`src/rtl/wb_master_arb_pkg.sv`:
```
// Shared types and bus widths for the two-master Wishbone arbiter.
package wb_master_arb_pkg;

  localparam int ADR_W = 20;
  localparam int DAT_W = 16;
  localparam int SEL_W = 2;
  localparam int CNT_W = 16;

  typedef enum logic [1:0] {
    IDLE = 2'd0,
    GNT0 = 2'd1,
    GNT1 = 2'd2
  } state_e;

endpackage

```
`src/rtl/wb_master_arb_if.sv`:
```
// Bundle of both master request ports and the shared switch-side bus.
// The arbiter takes the slave modport; the surrounding system takes master.
interface wb_master_arb_if;
  import wb_master_arb_pkg::*;

  logic [DAT_W-1:0] m0_dat_i;
  logic [ADR_W:1]   m0_adr_i;
  logic [SEL_W-1:0] m0_sel_i;
  logic             m0_we_i;
  logic             m0_cyc_i;
  logic             m0_stb_i;
  logic [DAT_W-1:0] m0_dat_o;
  logic             m0_ack_o;

  logic [DAT_W-1:0] m1_dat_i;
  logic [ADR_W:1]   m1_adr_i;
  logic [SEL_W-1:0] m1_sel_i;
  logic             m1_we_i;
  logic             m1_cyc_i;
  logic             m1_stb_i;
  logic [DAT_W-1:0] m1_dat_o;
  logic             m1_ack_o;

  logic [DAT_W-1:0] s_dat_o;
  logic [ADR_W:1]   s_adr_o;
  logic [SEL_W-1:0] s_sel_o;
  logic             s_we_o;
  logic             s_cyc_o;
  logic             s_stb_o;
  logic [DAT_W-1:0] s_dat_i;
  logic             s_ack_i;

  logic             to_o;

  modport slave (
    input  m0_dat_i, m0_adr_i, m0_sel_i, m0_we_i, m0_cyc_i, m0_stb_i,
    output m0_dat_o, m0_ack_o,
    input  m1_dat_i, m1_adr_i, m1_sel_i, m1_we_i, m1_cyc_i, m1_stb_i,
    output m1_dat_o, m1_ack_o,
    output s_dat_o, s_adr_o, s_sel_o, s_we_o, s_cyc_o, s_stb_o,
    input  s_dat_i, s_ack_i,
    output to_o
  );

  modport master (
    output m0_dat_i, m0_adr_i, m0_sel_i, m0_we_i, m0_cyc_i, m0_stb_i,
    input  m0_dat_o, m0_ack_o,
    output m1_dat_i, m1_adr_i, m1_sel_i, m1_we_i, m1_cyc_i, m1_stb_i,
    input  m1_dat_o, m1_ack_o,
    input  s_dat_o, s_adr_o, s_sel_o, s_we_o, s_cyc_o, s_stb_o,
    output s_dat_i, s_ack_i,
    input  to_o
  );

endinterface

```
`src/rtl/wb_arb_timer.sv`:
```
// Stall counter for the arbiter's forced-termination feature; only
// instantiated when WB_ARB_TIMEOUT_EN is defined.
module wb_arb_timer
  import wb_master_arb_pkg::*;
#(
  parameter int TIMEOUT = 255
) (
  input  logic wb_clk_i,
  input  logic wb_rst_i,
  input  logic stb_i,
  input  logic ack_i,
  input  logic gnt_chg_i,
  output logic to_o
);

  localparam logic [CNT_W-1:0] TERM = CNT_W'(TIMEOUT - 1);

  logic [CNT_W-1:0] cnt_q, cnt_d;

  // Fires on the TIMEOUT-th consecutive stalled strobe cycle.
  assign to_o = stb_i & ~ack_i & (cnt_q == TERM);

  always_comb begin
    cnt_d = cnt_q + 1'b1;
    if (to_o || !stb_i || ack_i || gnt_chg_i) begin
      cnt_d = '0;
    end
  end

  always_ff @(posedge wb_clk_i) begin
    if (wb_rst_i) begin
      cnt_q <= '0;
    end else begin
      cnt_q <= cnt_d;
    end
  end

endmodule

```
`src/rtl/wb_master_arb.sv`:
```
// Two-master round-robin Wishbone arbiter with atomic bursts.
// Define WB_ARB_TIMEOUT_EN to build the stalled-slave forced termination.
module wb_master_arb
  import wb_master_arb_pkg::*;
#(
  parameter int TIMEOUT = 255
) (
  input  logic          wb_clk_i,
  input  logic          wb_rst_i,
  wb_master_arb_if.slave bus
);

  state_e state_q, state_d;
  logic   last_gnt_q, last_gnt_d;
  logic   gnt0, gnt1;
  logic   s_stb_w;
  logic   ack_any;
  logic   to_w;

  always_ff @(posedge wb_clk_i) begin
    if (wb_rst_i) begin
      state_q    <= IDLE;
      last_gnt_q <= 1'b1;
    end else begin
      state_q    <= state_d;
      last_gnt_q <= last_gnt_d;
    end
  end

  // Grant only moves when the owner releases cyc, so bursts stay atomic.
  always_comb begin
    state_d = state_q;
    case (state_q)
      IDLE: begin
        if (bus.m0_cyc_i && bus.m1_cyc_i) begin
          state_d = last_gnt_q ? GNT0 : GNT1;
        end else if (bus.m0_cyc_i) begin
          state_d = GNT0;
        end else if (bus.m1_cyc_i) begin
          state_d = GNT1;
        end
      end
      GNT0: begin
        if (!bus.m0_cyc_i) begin
          state_d = bus.m1_cyc_i ? GNT1 : IDLE;
        end
      end
      GNT1: begin
        if (!bus.m1_cyc_i) begin
          state_d = bus.m0_cyc_i ? GNT0 : IDLE;
        end
      end
      default: state_d = IDLE;
    endcase

    last_gnt_d = last_gnt_q;
    if (state_d == GNT0) begin
      last_gnt_d = 1'b0;
    end else if (state_d == GNT1) begin
      last_gnt_d = 1'b1;
    end
  end

  assign gnt0 = (state_q == GNT0);
  assign gnt1 = (state_q == GNT1);

  // Address/data/select follow master 0 unless master 1 owns the bus.
  assign bus.s_adr_o = gnt1 ? bus.m1_adr_i : bus.m0_adr_i;
  assign bus.s_sel_o = gnt1 ? bus.m1_sel_i : bus.m0_sel_i;
  assign bus.s_dat_o = gnt1 ? bus.m1_dat_i : bus.m0_dat_i;
  assign bus.s_we_o  = gnt1 ? bus.m1_we_i  : bus.m0_we_i;

  assign bus.s_cyc_o = ~wb_rst_i & ((gnt0 & bus.m0_cyc_i) | (gnt1 & bus.m1_cyc_i));
  assign s_stb_w     = ~wb_rst_i & ((gnt0 & bus.m0_cyc_i & bus.m0_stb_i) |
                                    (gnt1 & bus.m1_cyc_i & bus.m1_stb_i));
  assign bus.s_stb_o = s_stb_w;

`ifdef WB_ARB_TIMEOUT_EN
  wb_arb_timer #(
    .TIMEOUT (TIMEOUT)
  ) u_timer (
    .wb_clk_i  (wb_clk_i),
    .wb_rst_i  (wb_rst_i),
    .stb_i     (s_stb_w),
    .ack_i     (bus.s_ack_i),
    .gnt_chg_i (state_d != state_q),
    .to_o      (to_w)
  );
`else
  assign to_w = 1'b0;
`endif

  assign ack_any = bus.s_ack_i | to_w;

  assign bus.m0_ack_o = ~wb_rst_i & gnt0 & bus.m0_stb_i & ack_any;
  assign bus.m1_ack_o = ~wb_rst_i & gnt1 & bus.m1_stb_i & ack_any;

  // A forced termination returns all-ones so software can spot the abort.
  assign bus.m0_dat_o = to_w ? {DAT_W{1'b1}} : bus.s_dat_i;
  assign bus.m1_dat_o = to_w ? {DAT_W{1'b1}} : bus.s_dat_i;

  assign bus.to_o = to_w;

endmodule
```
`src/flat_wrapper.sv`:
```
// flat-port wrapper written by rule: the top's interface ports become plain ports
module wb_master_arb_flat import wb_master_arb_pkg::*;
#(
  parameter int TIMEOUT = 255
)
  (wb_clk_i, wb_rst_i, bus_m0_dat_i, bus_m0_adr_i, bus_m0_sel_i, bus_m0_we_i, bus_m0_cyc_i, bus_m0_stb_i, bus_m0_dat_o, bus_m0_ack_o, bus_m1_dat_i, bus_m1_adr_i, bus_m1_sel_i, bus_m1_we_i, bus_m1_cyc_i, bus_m1_stb_i, bus_m1_dat_o, bus_m1_ack_o, bus_s_dat_o, bus_s_adr_o, bus_s_sel_o, bus_s_we_o, bus_s_cyc_o, bus_s_stb_o, bus_s_dat_i, bus_s_ack_i, bus_to_o);
  wb_master_arb_if bus_i ();
  input  logic wb_clk_i;
  input  logic wb_rst_i;
  input wire logic [$bits(bus_i.m0_dat_i)-1:0] bus_m0_dat_i;
  input wire logic [$bits(bus_i.m0_adr_i)-1:0] bus_m0_adr_i;
  input wire logic [$bits(bus_i.m0_sel_i)-1:0] bus_m0_sel_i;
  input wire logic [$bits(bus_i.m0_we_i)-1:0] bus_m0_we_i;
  input wire logic [$bits(bus_i.m0_cyc_i)-1:0] bus_m0_cyc_i;
  input wire logic [$bits(bus_i.m0_stb_i)-1:0] bus_m0_stb_i;
  output wire logic [$bits(bus_i.m0_dat_o)-1:0] bus_m0_dat_o;
  output wire logic [$bits(bus_i.m0_ack_o)-1:0] bus_m0_ack_o;
  input wire logic [$bits(bus_i.m1_dat_i)-1:0] bus_m1_dat_i;
  input wire logic [$bits(bus_i.m1_adr_i)-1:0] bus_m1_adr_i;
  input wire logic [$bits(bus_i.m1_sel_i)-1:0] bus_m1_sel_i;
  input wire logic [$bits(bus_i.m1_we_i)-1:0] bus_m1_we_i;
  input wire logic [$bits(bus_i.m1_cyc_i)-1:0] bus_m1_cyc_i;
  input wire logic [$bits(bus_i.m1_stb_i)-1:0] bus_m1_stb_i;
  output wire logic [$bits(bus_i.m1_dat_o)-1:0] bus_m1_dat_o;
  output wire logic [$bits(bus_i.m1_ack_o)-1:0] bus_m1_ack_o;
  output wire logic [$bits(bus_i.s_dat_o)-1:0] bus_s_dat_o;
  output wire logic [$bits(bus_i.s_adr_o)-1:0] bus_s_adr_o;
  output wire logic [$bits(bus_i.s_sel_o)-1:0] bus_s_sel_o;
  output wire logic [$bits(bus_i.s_we_o)-1:0] bus_s_we_o;
  output wire logic [$bits(bus_i.s_cyc_o)-1:0] bus_s_cyc_o;
  output wire logic [$bits(bus_i.s_stb_o)-1:0] bus_s_stb_o;
  input wire logic [$bits(bus_i.s_dat_i)-1:0] bus_s_dat_i;
  input wire logic [$bits(bus_i.s_ack_i)-1:0] bus_s_ack_i;
  output wire logic [$bits(bus_i.to_o)-1:0] bus_to_o;
  assign bus_i.m0_dat_i = bus_m0_dat_i;
  assign bus_i.m0_adr_i = bus_m0_adr_i;
  assign bus_i.m0_sel_i = bus_m0_sel_i;
  assign bus_i.m0_we_i = bus_m0_we_i;
  assign bus_i.m0_cyc_i = bus_m0_cyc_i;
  assign bus_i.m0_stb_i = bus_m0_stb_i;
  assign bus_m0_dat_o = bus_i.m0_dat_o;
  assign bus_m0_ack_o = bus_i.m0_ack_o;
  assign bus_i.m1_dat_i = bus_m1_dat_i;
  assign bus_i.m1_adr_i = bus_m1_adr_i;
  assign bus_i.m1_sel_i = bus_m1_sel_i;
  assign bus_i.m1_we_i = bus_m1_we_i;
  assign bus_i.m1_cyc_i = bus_m1_cyc_i;
  assign bus_i.m1_stb_i = bus_m1_stb_i;
  assign bus_m1_dat_o = bus_i.m1_dat_o;
  assign bus_m1_ack_o = bus_i.m1_ack_o;
  assign bus_s_dat_o = bus_i.s_dat_o;
  assign bus_s_adr_o = bus_i.s_adr_o;
  assign bus_s_sel_o = bus_i.s_sel_o;
  assign bus_s_we_o = bus_i.s_we_o;
  assign bus_s_cyc_o = bus_i.s_cyc_o;
  assign bus_s_stb_o = bus_i.s_stb_o;
  assign bus_i.s_dat_i = bus_s_dat_i;
  assign bus_i.s_ack_i = bus_s_ack_i;
  assign bus_to_o = bus_i.to_o;
  wb_master_arb #(.TIMEOUT(TIMEOUT)) u_core (.wb_clk_i(wb_clk_i), .wb_rst_i(wb_rst_i), .bus(bus_i));
endmodule
```
`config.mk`:
```
export PLATFORM = sky130hd
export DESIGN_NAME = wb_master_arb_flat
export DESIGN_NICKNAME = d
export VERILOG_FILES = /design/src/rtl/wb_master_arb_pkg.sv /design/src/rtl/wb_master_arb_if.sv /design/src/rtl/wb_arb_timer.sv /design/src/rtl/wb_master_arb.sv /design/src/flat_wrapper.sv
export SDC_FILE = /design/constraint.sdc
export NUM_CORES = 1
export LEC_CHECK = 0
export CORE_MARGIN = 5
export CORE_UTILIZATION = 25
export DETAILED_ROUTE_END_ITERATION = 10
export GPL_ROUTABILITY_DRIVEN = 0
export GPL_TIMING_DRIVEN = 0
export PLACE_DENSITY = 0.89
export SLEW_MARGIN = 25
export SYNTH_ARGS = -nofsm -noshare
export SYNTH_HDL_FRONTEND = slang
export SYNTH_SLANG_ARGS = --single-unit
```
`constraint.sdc`:
```
create_clock -name wb_clk_i -period 3.3 [get_ports wb_clk_i]
set_clock_uncertainty 0.1 [all_clocks]
set_input_delay 0.99 -clock wb_clk_i [delete_from_list [all_inputs] [get_ports wb_clk_i]]
set_output_delay 0.99 -clock wb_clk_i [all_outputs]
set_load 0.02 [all_outputs]
```
# Word level (Yosys, flattened, before mapping)
# Cells that the tools add are included.
dict set report word_totals {
  register_bits 3
  elab_cells 39
}
dict set report op_classes {
  eq_ne 4
  n_reduce_logical 3
  bitwise_logic 15
  mux 15
}
# operator n
set op_table {}
lappend op_table {{$mux W20} 1}
lappend op_table {{$mux W16} 1}
lappend op_table {{$mux W2} 8}
lappend op_table {{$and A1 B1 Y1} 12}
lappend op_table {{$pmux W2 S3} 1}
lappend op_table {{$eq A2 B1 Y1 const B} 2}
lappend op_table {{$eq A2 B2 Y1 const B} 2}
lappend op_table {{$mux W1} 4}
lappend op_table {{$logic_not A2 Y1} 1}
lappend op_table {{$or A1 B1 Y1} 2}
lappend op_table {{$reduce_bool A2 Y1} 1}
lappend op_table {{$logic_and A1 B1 Y1} 1}
lappend op_table {{$not A1 Y1} 1}

# Depth between registers and ports, before layout
dict set report depth {
  word_depth 7
  depth_mapped 7
  ltp_nobuf 7
}

# Least setup slack after synthesis
# Ideal clock, no wire load.
dict set report synth_timing {
  path_type {input to output}
  startpoint {input bus_m0_stb_i}
  endpoint {output bus_s_stb_o}
  arrival_ns 1.419
  n_path_buf 0
  cell_stages 2
  path_slack_ns 0.791
  cell_sequence {nand3_1 a21oi_1}
}
dict set report synth_via {
  elab_chain_cells 3
}
# item line_no
set synth_rtl {}
lappend synth_rtl {{from (decl)} flat_wrapper.sv:15} ;# input wire logic [$bits(bus_i.m0_stb_i)-1:0] bus_m0_stb_i;
lappend synth_rtl {{$and A1 B1 Y1} wb_master_arb.sv:74} ;# assign s_stb_w = ~wb_rst_i & ((gnt0 & bus.m0_cyc_i & bus.m0_stb_i) |
lappend synth_rtl {{$or A1 B1 Y1} wb_master_arb.sv:74}
lappend synth_rtl {{$and A1 B1 Y1} wb_master_arb.sv:74}
lappend synth_rtl {{to (decl)} flat_wrapper.sv:31} ;# output wire logic [$bits(bus_i.s_stb_o)-1:0] bus_s_stb_o;
# No other way between the ends.

# Worst setup path in the final report
dict set report layout_timing {
  startpoint {input bus_m0_adr_i[3]}
  endpoint {output bus_s_adr_o[3]}
}
dict set report layout_via {
  elab_chain_cells 1
}
# item line_no
set layout_rtl {}
lappend layout_rtl {{from (decl)} flat_wrapper.sv:11} ;# input wire logic [$bits(bus_i.m0_adr_i)-1:0] bus_m0_adr_i;
lappend layout_rtl {{$mux W20} wb_master_arb.sv:68} ;# assign bus.s_adr_o = gnt1 ? bus.m1_adr_i : bus.m0_adr_i;
lappend layout_rtl {{to (decl)} flat_wrapper.sv:27} ;# output wire logic [$bits(bus_i.s_adr_o)-1:0] bus_s_adr_o;
# No other way between the ends.

==> impl_metrics.ini <==
[run_status]
status = completed

[synthesis]
syn_avg_cell_area_um2 = 11.0
synth-seq-cells = 3
ys_types = 23
synth-async-reset-ratio = 0
syn-cell-area_um2 = 1130
synthFlopType = dfxtp_1
synth-seq-area-share = 0.0532
synth_fp_nets = 205
synthCells = 103
ys_warn_count = 0
synth_edf_count = 0

[floorplan]
core_area_um2 = 4350
initial_core_util = 0.259
ios = 177
dieHeight_um = 77.2
rows = 24
dieArea_um2 = 5960
die_w_um = 77.2

[route]
wl_per_cell_um = 15.9
dr.pass1.iters = 4
drt_wl_total_mm = 5.06
drc = 0
drt_iter0_drc = 24
routed_via_density = 4.21
ant_nets = 0
vias = 1340

[worst_hold_path]
min_from = u_core.last_gnt_q
hold_path_depth = 2
worstHoldEndpoint = u_core.last_gnt_q
hold_path_class = reg -> reg

[layout]
fin_nets = 369
area_growth_pct = 154
fill_cells = 373
ff_latch_area_um2 = 60.1
drive_gt1_frac = 0.308
multi_input_area_um2 = 722
design_area_um2 = 2870
insertedDiodeCount = 0
stdcell_count = 318

[placement]
portBuffers = 159
dp_slack_ns = -0.193
dp_cells = 314
dp_hpwl_mm = 4.54
placed_area_um2 = 2790

[clocking]
cts_buffers = 3
cts-resized-gates = 14
cts_tree = built
cts_buffer_depth = 2
post_cts.repair.setup_buffers = 0
clk-insertion-delay-late_ns = 0.21
clock-sinks = 3
cts_root_buffer = clkbuf_8
holdBufCountCts = 0
clk_pin_slew_ns = 0.03
htreeDepth = 1

[worst_setup_path]
worstPathMaxFanout = 1
slowest_stage = clkdlybuf4s50_1
cp_cell_sequence = clkdlybuf4s50_1, mux2_4, clkdlybuf4s50_1
crit-reg2reg-capture = u_core.last_gnt_q
rr_worst_depth = 6
crit_arrival_ns = 2.19
r2r_setup_slack_ns = 1.84
critPathCaptureType = output port
required_ns = 2.21
path_class = in -> out
startpoint_type = input pin
slowest_delay_ns = 0.54
cpMostUsedCell = clkdlybuf4s50_1
timing.rr.start = u_core.state_q[0]

[job]
cap_violations = 0

[global_route]
grt_pass1_vias = 1422
grt_antenna_before_repair = 0
grt_max_degree = 11
grt_usage = 0.155
grt_pass1_wl_mm = 7.64
gr-total-overflow = 0

[pwr]
ir_drop_mv = 0.241
power.density_nw_per_um2 = 208
fin_total_pwr_mw = 0.598
leakage_nw = 1.46

[timing]
fin_setup_tns_ns = 0
worst_slack_ns = 0.0221
hold_viol = 0
drv_slew = 0
period_needed_ns = 3.28
setup_violations = 0
finalCritPeriodShare = 0.993
grt_setup_unrepaired = no
fmax_mhz = 305
## per-layer routing
layer,up-vias,share of wire,routed length [um],track usage
li1,653,-,-,-
met1,605,0.36,1800,0.166
met2,78,0.56,2850,0.311
met3,4,0.071,357,0.0328
met4,0,0.010,51,0.0172
met5,-,0,0,0
## cell type report
class	count	share of cell area
Buffer	38	0.118
Clock buffer	4	0.0157
Inverter	2	0.00262
Multi-Input combinational cell	60	0.252
Sequential cell	3	0.0209
Tap cell	52	0.0227
Timing Repair Buffer	159	0.568
## kinds of logic after synthesis
logic type | count (synthesis) | synth area share
buffers and inverters | 40 | 0.307
adders and majority gates | 1 | 0.0111
AOI/OAI and AO/OA | 4 | 0.0222
muxes | 40 | 0.521
DFF | 3 | 0.0532
and+or+nand+nor | 14 | 0.0820
other | 1 | 0.00332
## worst max-delay path, delay by kind of cell
kind | cells | cell delay (ns)
buf+inv | 2 | 0.94
mux | 1 | 0.26
## registers in the layout, summed over array words and instances (netlist names)
register,count
u_core.state_q,2
u_core.last_gnt_q,1
## worst max-delay path by stage
stage | startpoint | to | slack (ns) | depth (start not counted)
final | bus_m0_adr_i[3] | bus_s_adr_o[3] | 0.02 | 3
after global routing | bus_m1_adr_i[10] | bus_s_adr_o[10] | 0.001 | 3
after floorplan | bus_m0_stb_i | bus_s_stb_o | 0.79 | 2
after global placement | wb_rst_i | bus_m0_ack_o | -0.20 | 3
after CTS | bus_m0_adr_i[15] | bus_s_adr_o[15] | 0.00003 | 3
after detailed placement | bus_m0_cyc_i | bus_s_stb_o | -0.19 | 4
## cell usage in the layout (no fill, tap or decap), drive strengths merged
master         Yosys  routed
dlygate4sd2        0      13
and3b              1       1
and4b              2       2
and2b              1       1
and2               1       1
a21oi              1       1
buf               38      38
inv                2       2
mux2i              1       1
dfxtp              3       3
ha                 1       1
nand2b             2       2
a22oi              1       1
clkdlybuf4s50      0     121
conb               1       1
clkbuf             0       5
nor3b              1       1
nor2               3       3
mux2              39      39
o22ai              1       1
nand3              2       2
nor2b              1       1
dlymetal6s2s       0      24
a31oi              1       1
## report_power, final
part	switching [mW]	internal, mW	leakage, nW
clock network	0.0228	0.0823	0.0228
logic	0.166	0.284	1.41
registers	0.00319	0.0397	0.0248
total	0.192	0.406	1.46
## cells in the mapped netlist, types with 2 or more instances
master | count | area share
and4b_1 | 2 | 0.018
mux2_2 | 2 | 0.020
nor2_1 | 3 | 0.010
buf_4 | 33 | 0.22
nand3_1 | 2 | 0.0089
dfxtp_1 | 3 | 0.053
nand2b_1 | 2 | 0.011
inv_1 | 2 | 0.0067
mux2_4 | 37 | 0.49
buf_12 | 4 | 0.071
## per-stage QoR
stage	hold WS [ns]	utilization
after floorplan	0.373	-
after global placement	0.401	0.640
after detailed placement	0.437	0.640
after CTS	0.446	0.646
after global routing	0.504	0.659
final	0.437	0.659
No activity file was read; power rests on OpenSTA's default activity.
